<file path="src/rtl/pla_cube_eval_if.sv">
// Stream and configuration bundle for pla_cube_eval: cube-table write port,
// input vector handshake (in_valid/in_ready/x) and result handshake (out_valid/out_ready/y).
interface pla_cube_eval_if #(
    parameter int NUM_IN    = 10,
    parameter int NUM_OUT   = 1,
    parameter int NUM_CUBES = 32,
    parameter int AW        = (NUM_CUBES > 1) ? $clog2(NUM_CUBES) : 1
);
    logic                 cfg_we;
    logic [AW-1:0]        cfg_addr;
    logic [NUM_IN-1:0]    cfg_care;
    logic [NUM_IN-1:0]    cfg_val;
    logic [NUM_OUT-1:0]   cfg_omask;
    logic                 cfg_en;
    logic [NUM_OUT-1:0]   cfg_inv;
    logic                 in_valid;
    logic                 in_ready;
    logic [NUM_IN-1:0]    x;
    logic                 out_valid;
    logic                 out_ready;
    logic [NUM_OUT-1:0]   y;

    // Handshake: a beat transfers on a rising edge where valid && ready are both 1;
    // the producer keeps valid and its data stable until that edge.
    modport master (
        output cfg_we, cfg_addr, cfg_care, cfg_val, cfg_omask, cfg_en, cfg_inv,
        output in_valid, x, out_ready,
        input  in_ready, out_valid, y
    );

    modport slave (
        input  cfg_we, cfg_addr, cfg_care, cfg_val, cfg_omask, cfg_en, cfg_inv,
        input  in_valid, x, out_ready,
        output in_ready, out_valid, y
    );
endinterface

</file>
<file path="src/rtl/pla_cube_eval.sv">
// Run-time loadable sum-of-products evaluator: S1 registers the cube match vector,
// S2 registers y = inv ^ OR(match & omask). Two-cycle latency, one vector per cycle.
module pla_cube_eval #(
    parameter int NUM_IN    = 10,
    parameter int NUM_OUT   = 1,
    parameter int NUM_CUBES = 32,
    parameter int CNT_W     = 16
) (
    input  logic              clk,
    input  logic              rst_n,
    pla_cube_eval_if.slave    bus,
    output logic [CNT_W-1:0]  eval_cnt
);
    logic [NUM_IN-1:0]    care_q  [NUM_CUBES];
    logic [NUM_IN-1:0]    val_q   [NUM_CUBES];
    logic [NUM_OUT-1:0]   omask_q [NUM_CUBES];
    logic [NUM_CUBES-1:0] en_q;
    logic [NUM_OUT-1:0]   inv_q;

    logic                 run_q;
    logic                 adv;
    logic                 take;
    logic                 wr_hit;
    logic [NUM_CUBES-1:0] match;
    logic [NUM_CUBES-1:0] s1_match;
    logic                 s1_valid;
    logic [NUM_OUT-1:0]   inv_eff;
    logic [NUM_OUT-1:0]   y_next;

    assign adv          = !bus.out_valid || bus.out_ready;
    assign bus.in_ready = run_q && adv && !bus.cfg_we;
    assign take         = bus.in_valid && bus.in_ready;
    assign wr_hit       = bus.cfg_we && (int'(bus.cfg_addr) < NUM_CUBES);
    // A same-cycle inversion write already applies to the vector leaving S1.
    assign inv_eff      = wr_hit ? bus.cfg_inv : inv_q;

    always_comb begin
        match = '0;
        for (int c = 0; c < NUM_CUBES; c++) begin
            match[c] = en_q[c] && (((bus.x ^ val_q[c]) & care_q[c]) == '0);
        end
    end

    always_comb begin
        y_next = '0;
        for (int c = 0; c < NUM_CUBES; c++) begin
            y_next = y_next | (omask_q[c] & {NUM_OUT{s1_match[c]}});
        end
        y_next = y_next ^ inv_eff;
    end

    always_ff @(posedge clk or negedge rst_n) begin
        if (!rst_n) begin
            for (int c = 0; c < NUM_CUBES; c++) begin
                care_q[c]  <= '0;
                val_q[c]   <= '0;
                omask_q[c] <= '0;
            end
            en_q  <= '0;
            inv_q <= '0;
        end else if (wr_hit) begin
            care_q[bus.cfg_addr]  <= bus.cfg_care;
            val_q[bus.cfg_addr]   <= bus.cfg_val;
            omask_q[bus.cfg_addr] <= bus.cfg_omask;
            en_q[bus.cfg_addr]    <= bus.cfg_en;
            inv_q                 <= bus.cfg_inv;
        end
    end

    // run_q keeps in_ready low while reset is held and opens it one edge later.
    always_ff @(posedge clk or negedge rst_n) begin
        if (!rst_n) begin
            run_q <= 1'b0;
        end else begin
            run_q <= 1'b1;
        end
    end

    always_ff @(posedge clk or negedge rst_n) begin
        if (!rst_n) begin
            s1_valid      <= 1'b0;
            s1_match      <= '0;
            bus.out_valid <= 1'b0;
            bus.y         <= '0;
        end else if (adv) begin
            s1_valid      <= take;
            bus.out_valid <= s1_valid;
            if (take) begin
                s1_match <= match;
            end
            if (s1_valid) begin
                bus.y <= y_next;
            end
        end
    end

    always_ff @(posedge clk or negedge rst_n) begin
        if (!rst_n) begin
            eval_cnt <= '0;
        end else if (bus.out_valid && bus.out_ready) begin
            eval_cnt <= eval_cnt + CNT_W'(1);
        end
    end
endmodule

</file>
<file path="src/flat_wrapper.sv">
// flat-port wrapper written by rule: the top's interface ports become plain ports
module pla_cube_eval_flat 
#(
    parameter int NUM_IN    = 10,
    parameter int NUM_OUT   = 1,
    parameter int NUM_CUBES = 32,
    parameter int CNT_W     = 16
)
  (clk, rst_n, eval_cnt, bus_cfg_we, bus_cfg_addr, bus_cfg_care, bus_cfg_val, bus_cfg_omask, bus_cfg_en, bus_cfg_inv, bus_in_valid, bus_x, bus_out_ready, bus_in_ready, bus_out_valid, bus_y);
  pla_cube_eval_if #(.NUM_IN(NUM_IN), .NUM_OUT(NUM_OUT), .NUM_CUBES(NUM_CUBES)) bus_i ();
  input  logic clk;
  input  logic rst_n;
  output logic [CNT_W-1:0] eval_cnt;
  input wire logic [$bits(bus_i.cfg_we)-1:0] bus_cfg_we;
  input wire logic [$bits(bus_i.cfg_addr)-1:0] bus_cfg_addr;
  input wire logic [$bits(bus_i.cfg_care)-1:0] bus_cfg_care;
  input wire logic [$bits(bus_i.cfg_val)-1:0] bus_cfg_val;
  input wire logic [$bits(bus_i.cfg_omask)-1:0] bus_cfg_omask;
  input wire logic [$bits(bus_i.cfg_en)-1:0] bus_cfg_en;
  input wire logic [$bits(bus_i.cfg_inv)-1:0] bus_cfg_inv;
  input wire logic [$bits(bus_i.in_valid)-1:0] bus_in_valid;
  input wire logic [$bits(bus_i.x)-1:0] bus_x;
  input wire logic [$bits(bus_i.out_ready)-1:0] bus_out_ready;
  output wire logic [$bits(bus_i.in_ready)-1:0] bus_in_ready;
  output wire logic [$bits(bus_i.out_valid)-1:0] bus_out_valid;
  output wire logic [$bits(bus_i.y)-1:0] bus_y;
  assign bus_i.cfg_we = bus_cfg_we;
  assign bus_i.cfg_addr = bus_cfg_addr;
  assign bus_i.cfg_care = bus_cfg_care;
  assign bus_i.cfg_val = bus_cfg_val;
  assign bus_i.cfg_omask = bus_cfg_omask;
  assign bus_i.cfg_en = bus_cfg_en;
  assign bus_i.cfg_inv = bus_cfg_inv;
  assign bus_i.in_valid = bus_in_valid;
  assign bus_i.x = bus_x;
  assign bus_i.out_ready = bus_out_ready;
  assign bus_in_ready = bus_i.in_ready;
  assign bus_out_valid = bus_i.out_valid;
  assign bus_y = bus_i.y;
  pla_cube_eval #(.NUM_IN(NUM_IN), .NUM_OUT(NUM_OUT), .NUM_CUBES(NUM_CUBES), .CNT_W(CNT_W)) u_core (.clk(clk), .rst_n(rst_n), .bus(bus_i), .eval_cnt(eval_cnt));
endmodule
</file>
<file path="config.mk">
export PLATFORM = sky130hd
export DESIGN_NAME = pla_cube_eval_flat
export DESIGN_NICKNAME = d
export VERILOG_FILES = /design/src/rtl/pla_cube_eval_if.sv /design/src/rtl/pla_cube_eval.sv /design/src/flat_wrapper.sv
export SDC_FILE = /design/constraint.sdc
export NUM_CORES = 1
export LEC_CHECK = 0
export CAP_MARGIN = 25
export CORE_MARGIN = 2
export CORE_UTILIZATION = 35
export CTS_BUF_LIST = sky130_fd_sc_hd__clkbuf_16
export DETAILED_ROUTE_END_ITERATION = 7
export PLACE_DENSITY = 0.57
export SLEW_MARGIN = 5
export SYNTH_ARGS = -nofsm -noshare
export SYNTH_HDL_FRONTEND = slang
export SYNTH_SLANG_ARGS = --single-unit
export TNS_END_PERCENT = 10
</file>
<file path="constraint.sdc">
create_clock -name clk -period 3.6 [get_ports clk]
set_clock_uncertainty 0.2 [all_clocks]
set_input_delay 0.72 -clock clk [delete_from_list [all_inputs] [get_ports clk]]
set_output_delay 0.72 -clock clk [all_outputs]
set_load 0.005 [all_outputs]
</file>
* After elaboration in Yosys (flattened, before gate mapping)
Cells that the tools add are included.
** Storage, ports and cells
- Input port bits :: 43
- Register bits :: 757
** Operators by class
- $add $sub $neg :: 1
- $lt $le $gt $ge :: 4
- Bitwise logic cells :: 129
- Reductions and logical operators :: 75
- Mux-type cells :: 11
** Operators by type and width (count)
- $bwmux W320 :: 2
- $and A10 B10 Y10 :: 32
- $logic_not A10 Y1 :: 32
- $xor A10 B10 Y10 :: 32
- $bwmux W32 :: 2
- $demux W10 S5 :: 1
- $logic_and A1 B1 Y1 :: 38
- $and A1 B1 Y1 :: 32
- $or A1 B1 Y1 :: 31
- $add A16 B1 Y16 const B :: 1
- $demux W1 S5 :: 2
- $mux W10 :: 1
- $ge A6 B6 Y1 const B :: 1
- $lt A5 B6 Y1 const B :: 1
- $lt A6 B1 Y1 const B :: 1
- $not A5 Y6 :: 1
- $ge A5 B1 Y1 const B :: 1
- $reduce_and A2 Y1 :: 2
- $mux W1 :: 3
- $logic_not A1 Y1 :: 2
- $logic_or A1 B1 Y1 :: 1
- $xor A1 B1 Y1 :: 1

* Depth between registers and ports, before layout
- Depth in word-level cells :: 33
- Depth in mapped cells :: 7

* Worst setup path before layout
No wires, ideal clock.
- Kind :: input-to-reg
- From :: in bus_cfg_we
- To :: reg u_core.care_q[30] (netlist name)
- Arrival :: 1.965 ns
- Cell stages on the path :: 5
- Data required time :: 3.275 ns
- Path slack :: 1.310 ns
- Buffers on the path :: 2
- Path through :: buf_2 > or3b_4 > nor2_4 > buf_6 > mux2_2
** RTL lines
- start, declared :: line flat_wrapper.sv:14 : input wire logic [$bits(bus_i.cfg_we)-1:0] bus_cfg_we;
- end signal, assigned by index :: line pla_cube_eval.sv:62 : care_q[bus.cfg_addr] <= bus.cfg_care;
- end, declared :: line pla_cube_eval.sv:14 : logic [NUM_IN-1:0] care_q [NUM_CUBES];

* Worst setup path after layout
- From :: in bus_out_ready
- To :: out bus_in_ready
** Between the ends
- Longest elaborated chain between the ends :: 3
** RTL lines
- start, declared :: line flat_wrapper.sv:23 : input wire logic [$bits(bus_i.out_ready)-1:0] bus_out_ready;
- $logic_or A1 B1 Y1 :: line pla_cube_eval.sv:30 : assign adv = !bus.out_valid || bus.out_ready;
- $logic_and A1 B1 Y1 (2 in series) :: line pla_cube_eval.sv:31 : assign bus.in_ready = run_q && adv && !bus.cfg_we;
- end, declared :: line flat_wrapper.sv:24 : output wire logic [$bits(bus_i.in_ready)-1:0] bus_in_ready;
No other way between the ends.

==> results.md <==
- GRT Util Overall: 0.184
- Port buffer count: 61
- Total congestion overflow: 0
- WP depth: 5
- I/O pins: 62
- Nets@finish: 2,498
- Synth Flop Type: dfrtp_1
- P_leak: 17.4 nW
- Count of state elements after synthesis: 757
- Post-CTS Setup Bufs: 0
- Largest net degree at the start of global routing: 135
- Routed WL: 89.5 mm
- Die H: 313 um
- Routed vias: 19,500
- Critical Path End Type: output port
- Reg-to-Reg End: u_core.bus.y
- Slowest cell delay on critical path: 520 ps
- Final Hold Vio Count: 0
- Pwr Density: 607 mW/mm2
- HP Class: flop to flop
- Asr flop ratio synth: 1.00
- Final Cell Area: 0.0379 mm2
- Gp weighted congestion: 0.800
- Reg2reg path depth: 5
- Post-route ant nets: 0
- Reg clk slew, reported paths: 50 ps
- Yosys cell types: 33
- Max_cap viols: 0
- Critical Path End: bus_in_ready
- GR Util met3: 0.0285
- Sink Count: 757
- Max Slew Vio Count: 0
- Starting utilization of the core area: 0.352
- Crit path cell chain: clkdlybuf4s50_1, nor2b_1, nor3b_2, buf_4, clkdlybuf4s50_1
- Most used cell, CP: clkdlybuf4s50_1
- RSZ-0062 raised after global routing: false
- Most common cell after layout, fill and taps aside: dfrtp_1
- DR pass1 iterations: 5
- Final Cycle Share: 0.936
- Buffers & Inverters on Critical Path: 3
- Setup TNS: 0 ps
- Met2 usage: 0.299
- Final setup viols: 0
- Pre-CTS setup slack: 198 ps
- Drt initial violations: 1,371
- Site Rows: 113
- Hold Worst Slack: 279 ps
- Startpoint Class: input port
- Critical Path AT: 2450 ps
- H-tree Lvls: 3
- Setup CP Type: input port to output port
- Cell family with most CP delay: buffers and inverters
- Reg2Reg Launch Point: u_core.s1_match[16]
- Via/cell ratio: 5.14
- DP Area: 0.0353 mm2
- DIE WIDTH: 313 um
- Vias in the first global route: 20,600
- Most frequent cells in the layout: 757 x dfrtp_1, 680 x mux2_2, 322 x xor2_1, 144 x a22oi_1, 122 x nand2_1
- Sequential-to-total area share from yosys stat: 0.568
- Core area: 0.0947 mm2
- CP Max Fanout: 6
- Worst VDD drop: 316 uV
- Clk_lat worst skew: 640 ps
- Mapped cell area: 0.0333 mm2
- Wire length of the first global-routing pass: 134 mm
- CTS tree: built
- Drc violations: 0
- Slowest stage cell, crit path: nor2b_1
- Slew HR: 0.274
- Post-Syn Nets: 2,446
- Num CTS Buffers: 85
- Share of layout cells above drive strength 1: 0.370
- Die ar.: 0.0977 mm2
- Status: complete, no violations
- Area Growth Syn to Fin: 13.8%
- Warnings, synthesis: 0
- Post-synth EDFFs: 0
- CTS root buf: clkbuf_16
- M1 GR Usage: 0.253
- DP HPWL: 53.5 mm
- Post-CTS sizing: 0
- Synthesized area per cell: 13.9 um2
- Worst-Margin Slew: 1090 ps
- Worst reg2reg setup slack: 1290 ps
- Final WS setup: 231 ps
- Worst-case clock buffer depth: 3
- Grt peak-use layer: met2
- Critical Path Source: bus_out_ready
- DR WL/cell: 23.6 um
- Initial antenna violation count: 12
- Synthesized netlist cell count: 2,402
- Tmin final: 3370 ps
- FMAX: 0.297 GHz
- Required @ worst endpoint: 2680 ps
sequential cells by signal (all words and copies together) (netlist names), 16 cells and up:
signal           cells
u_core.val_q       320
u_core.care_q      320
u_core.eval_cnt     16
u_core.en_q         32
u_core.omask_q      32
u_core.s1_match     32
report_power, final:
group          leakage (nW)  switching [mW]  internal, mW
Sequential             9.72            1.01          10.2
Combinational          6.32            1.67          1.93
Clock                  1.39            3.48          4.77
repair_timing:
action,in CTS,in global routing
hold buffers,1,0
endpoints found under the hold margin,43,0
endpoints found under the setup margin,0,0
cell families (layout without fill, tap and decap cells):
kind of cell / Yosys count / after routing / share of synthesized area
simple gates: 246 / 246 / 0.0385
xor+xnor: 336 / 336 / 0.0883
buf+inv: 178 / 301 / 0.0283
mux: 707 / 707 / 0.239
flops: 757 / 757 / 0.568
compound gates: 176 / 176 / 0.0372
fa+ha+maj: 1 / 1 / 0.000375
other cells: 1 / 3 / 0.000113
synthesized netlist by cell type (2+ instances only):
cell type  count  area, um2
dfrtp_1      757      18900
mux2_2       680       7660
xor2_1       322       2820
a22oi_1      144       1080
nand2_1      123        462
clkbuf_1      79        297
nand4_1       70        438
buf_2         64        320
mux2_1        27        304
o21ai_0       24        120
buf_4         18        135
buf_6         17        191
xnor2_1       14        123
nand3_1        9       45.0
nor2_1         8       30.0
o21ai_1        8       40.0
nor2_4         7       78.8
and3_1         5       31.3
nor3b_2        5       62.6
nand3b_1       4       30.0
nor2_2         3       18.8
and4_1         2       17.5
nand2b_1       2       12.5
layer usage:
layer,routed length (um),share of wire
met5,69,0.00077
met3,3650,0.041
met1,40900,0.46
met2,42600,0.48
met4,2260,0.025
stage by stage:
| step | cells | total power [mW] | utilization |
|---|---|---|---|
| after global placement | 3631 | 14.6 | 0.372 |
| after detailed placement | 3631 | 14.9 | 0.372 |
| after global routing | 3790 | 24.2 | 0.400 |
| after CTS | 3790 | 23.3 | 0.400 |
| final | 3792 | 23.0 | 0.400 |
| after floorplan | 2402 | 13.6 | - |
worst min-delay path by stage:
stage,to,from,slack (ps),cells after the start
6_report,u_core.eval_cnt[15],u_core.eval_cnt[15],280,1
5_1_grt,u_core.eval_cnt[15],u_core.eval_cnt[15],300,1
4_1_cts,u_core.eval_cnt[15],u_core.eval_cnt[15],290,1
3_5_place_dp,u_core.eval_cnt[15],u_core.eval_cnt[15],270,1
3_3_place_gp,u_core.eval_cnt[15],u_core.eval_cnt[15],260,1
2_1_floorplan,u_core.bus.out_valid,rst_n,220,0
cell type report:
type | count | area (um2)
Sequential cell | 757 | 18900
Clock buffer | 88 | 2200
Tap cell | 1265 | 1580
Clock inverter | 70 | 450
Antenna cell | 2 | 5.00
Fill cell | 8765 | 56800
Timing Repair Buffer | 143 | 1280
Multi-Input combinational cell | 1467 | 13500
No activity file was read; power rests on OpenSTA's default activity.
